<file path="config.mk">
export PLATFORM = sky130hd
export DESIGN_NAME = fifo_wr_arbiter
export DESIGN_NICKNAME = d
export VERILOG_FILES = /design/src/rtl/fifo_arb_pkg.sv /design/src/rtl/fifo_wr_arbiter_rr_pick.sv /design/src/rtl/fifo_wr_arbiter.sv
export SDC_FILE = /design/constraint.sdc
export NUM_CORES = 1
export LEC_CHECK = 0
export ABC_CLOCK_PERIOD_IN_PS = 2550
export CAP_MARGIN = 25
export CORE_MARGIN = 3
export CORE_UTILIZATION = 36
export CTS_BUF_LIST = sky130_fd_sc_hd__clkbuf_2 sky130_fd_sc_hd__clkbuf_4 sky130_fd_sc_hd__clkbuf_8
export DETAILED_ROUTE_END_ITERATION = 16
export GPL_ROUTABILITY_DRIVEN = 0
export GPL_TIMING_DRIVEN = 0
export HOLD_SLACK_MARGIN = 0.03
export PLACE_DENSITY = 0.83
export SKIP_CTS_REPAIR_TIMING = 1
export SYNTH_ARGS = -nofsm -noshare
export SYNTH_HDL_FRONTEND = slang
export SYNTH_HIERARCHICAL = 1
export SYNTH_SLANG_ARGS = --single-unit
</file>
<file path="constraint.sdc">
create_clock -name clk -period 2.55 [get_ports clk]
set_clock_uncertainty 0.15 [all_clocks]
set_input_delay 0.3825 -clock clk [delete_from_list [all_inputs] [get_ports clk]]
set_output_delay 0.3825 -clock clk [all_outputs]
set_load 0.05 [all_outputs]
</file>
<file path="src/rtl/fifo_arb_pkg.sv">
// Shared types and width helpers for the FIFO write-port arbiter.
// Widths that depend on instance parameters are derived through the helper function.
package fifo_arb_pkg;

    typedef enum logic {
        ST_IDLE   = 1'b0,
        ST_LOCKED = 1'b1
    } state_e;

    function automatic int cnt_width(input int max_burst);
        return $clog2(max_burst + 1);
    endfunction

    // Widths for the default build (NUM_REQ=4, MAX_BURST=4)
    localparam int IDX_W = $clog2(4);
    localparam int CNT_W = cnt_width(4);

endpackage

</file>
<file path="src/rtl/fifo_wr_arbiter_rr_pick.sv">
// Combinational rotating-priority picker: first set request scanning from
// i_start upward, wrapping modulo N by compare so non-power-of-2 N works.
module rr_pick #(
    parameter int N  = 4,
    parameter int IW = 2
) (
    input  logic [N-1:0]  i_req,
    input  logic [IW-1:0] i_start,
    output logic          o_found,
    output logic [IW-1:0] o_idx
);

    logic [IW:0]  w_cand [N];
    logic [N-1:0] w_hit;

    genvar gi;
    generate
        for (gi = 0; gi < N; gi++) begin : g_cand
            logic [IW:0] w_sum;
            assign w_sum       = {1'b0, i_start} + (IW+1)'(gi);
            assign w_cand[gi]  = (w_sum >= (IW+1)'(N)) ? (w_sum - (IW+1)'(N)) : w_sum;
            assign w_hit[gi]   = i_req[w_cand[gi][IW-1:0]];
        end
    endgenerate

    // Scan from the far end so the smallest offset from i_start wins.
    always_comb begin
        o_found = |w_hit;
        o_idx   = '0;
        for (int k = N - 1; k >= 0; k--) begin
            if (w_hit[k]) begin
                o_idx = w_cand[k][IW-1:0];
            end
        end
    end

endmodule

</file>
<file path="src/rtl/fifo_wr_arbiter.sv">
// Round-robin arbiter sharing one sync_fifo write port between NUM_REQ producers.
// A grant is held for a burst that ends on req_last or after MAX_BURST beats.
module fifo_wr_arbiter
    import fifo_arb_pkg::*;
#(
    parameter int NUM_REQ    = 4,
    parameter int DATA_WIDTH = 8,
    parameter int MAX_BURST  = 4
) (
    input  logic                          clk,
    input  logic                          rst,
    input  logic [NUM_REQ-1:0]            req_valid,
    input  logic [NUM_REQ*DATA_WIDTH-1:0] req_data,
    input  logic [NUM_REQ-1:0]            req_last,
    output logic [NUM_REQ-1:0]            req_ready,
    input  logic                          fifo_full,
    output logic                          fifo_wr_en,
    output logic [DATA_WIDTH-1:0]         fifo_data_in,
    output logic [$clog2(NUM_REQ)-1:0]    grant_id,
    output logic                          busy
);

    localparam int GW = $clog2(NUM_REQ);
    localparam int CW = cnt_width(MAX_BURST);

    state_e          r_state;
    logic [GW-1:0]   r_rr_ptr;
    logic [GW-1:0]   r_grant_id;
    logic [CW-1:0]   r_beat_cnt;

    logic            w_found;
    logic [GW-1:0]   w_pick;
    logic            w_locked;
    logic            w_can_accept;
    logic            w_xfer;
    logic            w_burst_end;
    logic [GW-1:0]   w_next_ptr;
    logic [DATA_WIDTH-1:0] w_slice [NUM_REQ];

    rr_pick #(
        .N  (NUM_REQ),
        .IW (GW)
    ) u_pick (
        .i_req   (req_valid),
        .i_start (r_rr_ptr),
        .o_found (w_found),
        .o_idx   (w_pick)
    );

    // Reset gates the handshake so a beat offered in the reset cycle is not consumed.
    assign w_locked     = (r_state == ST_LOCKED);
    assign w_can_accept = w_locked && !rst && !fifo_full;
    assign w_xfer       = w_can_accept && req_valid[r_grant_id];
    assign w_burst_end  = w_xfer && (req_last[r_grant_id] || (r_beat_cnt == CW'(MAX_BURST - 1)));
    assign w_next_ptr   = (r_grant_id == GW'(NUM_REQ - 1)) ? '0 : (r_grant_id + 1'b1);

    genvar gi;
    generate
        for (gi = 0; gi < NUM_REQ; gi++) begin : g_port
            assign w_slice[gi]   = req_data[gi*DATA_WIDTH +: DATA_WIDTH];
            assign req_ready[gi] = w_can_accept && (r_grant_id == GW'(gi));
        end
    endgenerate

    assign fifo_wr_en   = w_xfer;
    assign fifo_data_in = w_locked ? w_slice[r_grant_id] : '0;
    assign grant_id     = r_grant_id;
    assign busy         = w_locked;

    always_ff @(posedge clk) begin
        if (rst) begin
            r_state    <= ST_IDLE;
            r_rr_ptr   <= '0;
            r_grant_id <= '0;
            r_beat_cnt <= '0;
        end else begin
            case (r_state)
                ST_IDLE: begin
                    if (w_found) begin
                        r_grant_id <= w_pick;
                        r_beat_cnt <= '0;
                        r_state    <= ST_LOCKED;
                    end
                end
                ST_LOCKED: begin
                    // An idle granted producer keeps the lock so packets stay contiguous.
                    if (w_xfer) begin
                        r_beat_cnt <= r_beat_cnt + 1'b1;
                    end
                    if (w_burst_end) begin
                        r_rr_ptr <= w_next_ptr;
                        r_state  <= ST_IDLE;
                    end
                end
                default: r_state <= ST_IDLE;
            endcase
        end
    end

endmodule

</file>
==> impl_metrics.json <==
{
  "status": "complete, no violations",
  "fill_cells": 161,
  "placed_area_sq_um": 1430,
  "num_vias": 860,
  "layout_setup_ws_ns": 0.136,
  "synth-edff-count": 0,
  "grt_overflow": 0,
  "critPathCaptureType": "primary output",
  "synth_compound_area_share_pct": 9.97,
  "first_pass_iters": 4,
  "p_sw_uw": 158,
  "htree_levels": 1,
  "track_usage_pct": 20.7,
  "hold_viol_final": 0,
  "synth_ff_type": "dfxtp_1",
  "port-buffer-count": 57,
  "peakVddDrop_v": 0.000360,
  "synth-adder-area-share_pct": 9.06,
  "worstSkewPairLatency_ns": 0.27,
  "worst_hold_path.num_cells": 2,
  "worstReg2RegEnd": "r_rr_ptr[1]",
  "n_antenna_cell": 0,
  "cp.arrival_ns": 1.88,
  "place_ws_ns": -0.330,
  "die-area_sq_um": 2910,
  "core_area_sq_um": 2060,
  "power_uw": 464,
  "synthXorXnorAreaFrac_pct": 0,
  "die_y_microns": 54.0,
  "cts_made_buffers": 3,
  "synth.most_common_cell": "and2_1",
  "holdCritStartpoint": "rst",
  "cts.clk_slew.worst_paths_ns": 0.05,
  "syn2layout_area_growth_pct": 76.1,
  "drtIter0Drc": 12,
  "grt_pass1_wl_microns": 4160,
  "timing.rr.start": "grant_id[0]",
  "synth_cells": 82,
  "r2r_cells": 3,
  "final_area_sq_um": 1460,
  "drtAntennaViolNets": 0,
  "synth_top_cell_by_area": "mux4_2",
  "cp_data_required_time_ns": 2.02,
  "grt_pass1_vias": 831,
  "post-route-drc-count": 0,
  "ys_warn_count": 6,
  "seq_power_share_pct": 29.5,
  "rows": 16,
  "swShare_pct": 34.1,
  "hold_class": "input port to register",
  "fin_util_pct": 70.8,
  "drv_cap": 0,
  "netlist_area_sq_um": 828,
  "syn_avg_cell_area_sq_um": 10.1,
  "p_leak_uw": 0.000668,
  "finalMaxSlewViolations": 0,
  "synth_top_family_by_area": "multiplexers",
  "antenna_found_initial": 0,
  "cts_tree": "done",
  "synth_cell_types": 24,
  "cts_sinks": 8,
  "slew_headroom_pct": 64.8,
  "p_comb_share_pct": 48.8,
  "max_clock_freq_ghz": 0.414,
  "synth_common_cells": "and2_1 (13), mux4_2 (9), dfxtp_1 (8)",
  "clockPowerShare_pct": 21.7,
  "nNetsFinal": 193,
  "hold_end": "grant_id[0]",
  "grt_max_degree": 11,
  "setup_viol": 0,
  "synth_area_leaders": "mux4_2 (24%), dfxtp_1 (19%), and2_1 (9.8%)",
  "cts_buffer_depth": 2,
  "wl_per_cell_microns": 16.7,
  "power_density_nw_per_um2": 318,
  "min_period_over_period_pct": 94.7,
  "crit_type": "input port to primary output",
  "layout-drive-gt1-share_pct": 18.3,
  "place_hpwl_microns": 2320,
  "vias_per_cell": 5.09,
  "initial_utilization_pct": 40.2,
  "yosysSeqAreaShare_pct": 19.3,
  "synth_top_area_share_pct": 24.5,
  "ys_seq_elements": 8,
  "internal_power_uw": 306,
  "reg2reg_setup_slack_ns": 0.65,
  "die_w_microns": 54.0,
  "synth_simple_gate_area_share_pct": 21.0,
  "io_pins": 59,
  "whs_ns": 0.351,
  "path_max_fanout": 7,
  "synth_nets": 131,
  "routed_wl_microns": 2810,
  "root_buffer": "clkbuf_4",
  "crit_path_start_kind": "input port",
  "finalCriticalPeriod_ns": 2.41,
  "tightest_slew_ns": 0.528,
  "grt_setup_unrepaired": "false",
  "ys_async_sr_fraction_pct": 0,
  "synthMuxAreaShare_pct": 35.3
}
[placed cells by master, fill, tap and decap left out, types with 2 or more instances in the layout]
cell             count
dlymetal6s2s_1       8
nor2_1               7
nor2b_1              3
clkdlybuf4s50_1     44
mux2i_1              3
ha_1                 6
and2_1              13
clkbuf_1             3
a211oi_1             2
nand2b_1             2
nand2_1              2
inv_1                5
a211o_1              2
dfxtp_1              7
a21oi_1              3
clkbuf_4             3
nor3b_1              2
mux2_2               3
clkbuf_2             6
mux4_2               9
[cells by family after synthesis]
family / count (synthesis)
buffers and inverters: 11
AND/OR/NAND/NOR: 31
AO/OA/AOI/OAI: 10
flip-flops: 8
adder cells (fa/ha/maj): 6
multiplexers: 16
[layer usage]
metal  vias to the layer above  routed length, microns  GRT usage (%)
met5                         -                       0              0
met4                         0                      31           8.09
met3                         4                     196           5.26
met2                        31                    1490           36.7
met1                       403                    1100           23.5
li1                        422                       -              -
[worst max path at each step]
| stage | end | slack [ns] | from |
|---|---|---|---|
| CTS | fifo_data_in[1] | -0.57 | grant_id[0] |
| floorplan | fifo_data_in[0] | 0.05 | grant_id[0] |
| detailed placement | fifo_wr_en | -0.33 | req_valid[3] |
| global route | fifo_data_in[1] | 0.03 | grant_id[1] |
| finish | fifo_wr_en | 0.14 | req_valid[3] |
| global placement | fifo_wr_en | -0.31 | req_valid[3] |
[cell type report]
class                   count  area, sq um  area share, %
plain buffers               6         32.5           2.23
inverters                   5         18.8           1.29
clock buffers               3         22.5           1.54
repair buffers             57          566           38.8
flip-flops and latches      8          161           11.1
well taps                  27         33.8           2.32
multi-input cells          63          624           42.8
[flip-flops by register name (all words and copies together), names as in the netlist]
name and flops:
r_rr_ptr 2, busy 1, r_beat_cnt 3, grant_id 2
[per-stage QoR]
step	TNS, ns	std cells
after detailed placement	-3.48	166
after global placement	-3.20	166
after global routing	0	169
after CTS	-6.20	169
final	0	169
after floorplan	0	82
[power groups by stage]
stage	combinational, uW	clock (uW)	sequential (uW)
2_1_floorplan	113	0	147
3_3_place_gp	223	0	139
3_5_place_dp	228	0	139
4_1_cts	229	106	137
5_1_grt	240	111	138
6_report	226	101	137
[critical path, stage by stage]
cell and delay, ns:
clkdlybuf4s50_1 0.47, mux4_2 0.59, and2_1 0.21, clkbuf_2 0.23
Power figures use the tool's default switching activity.
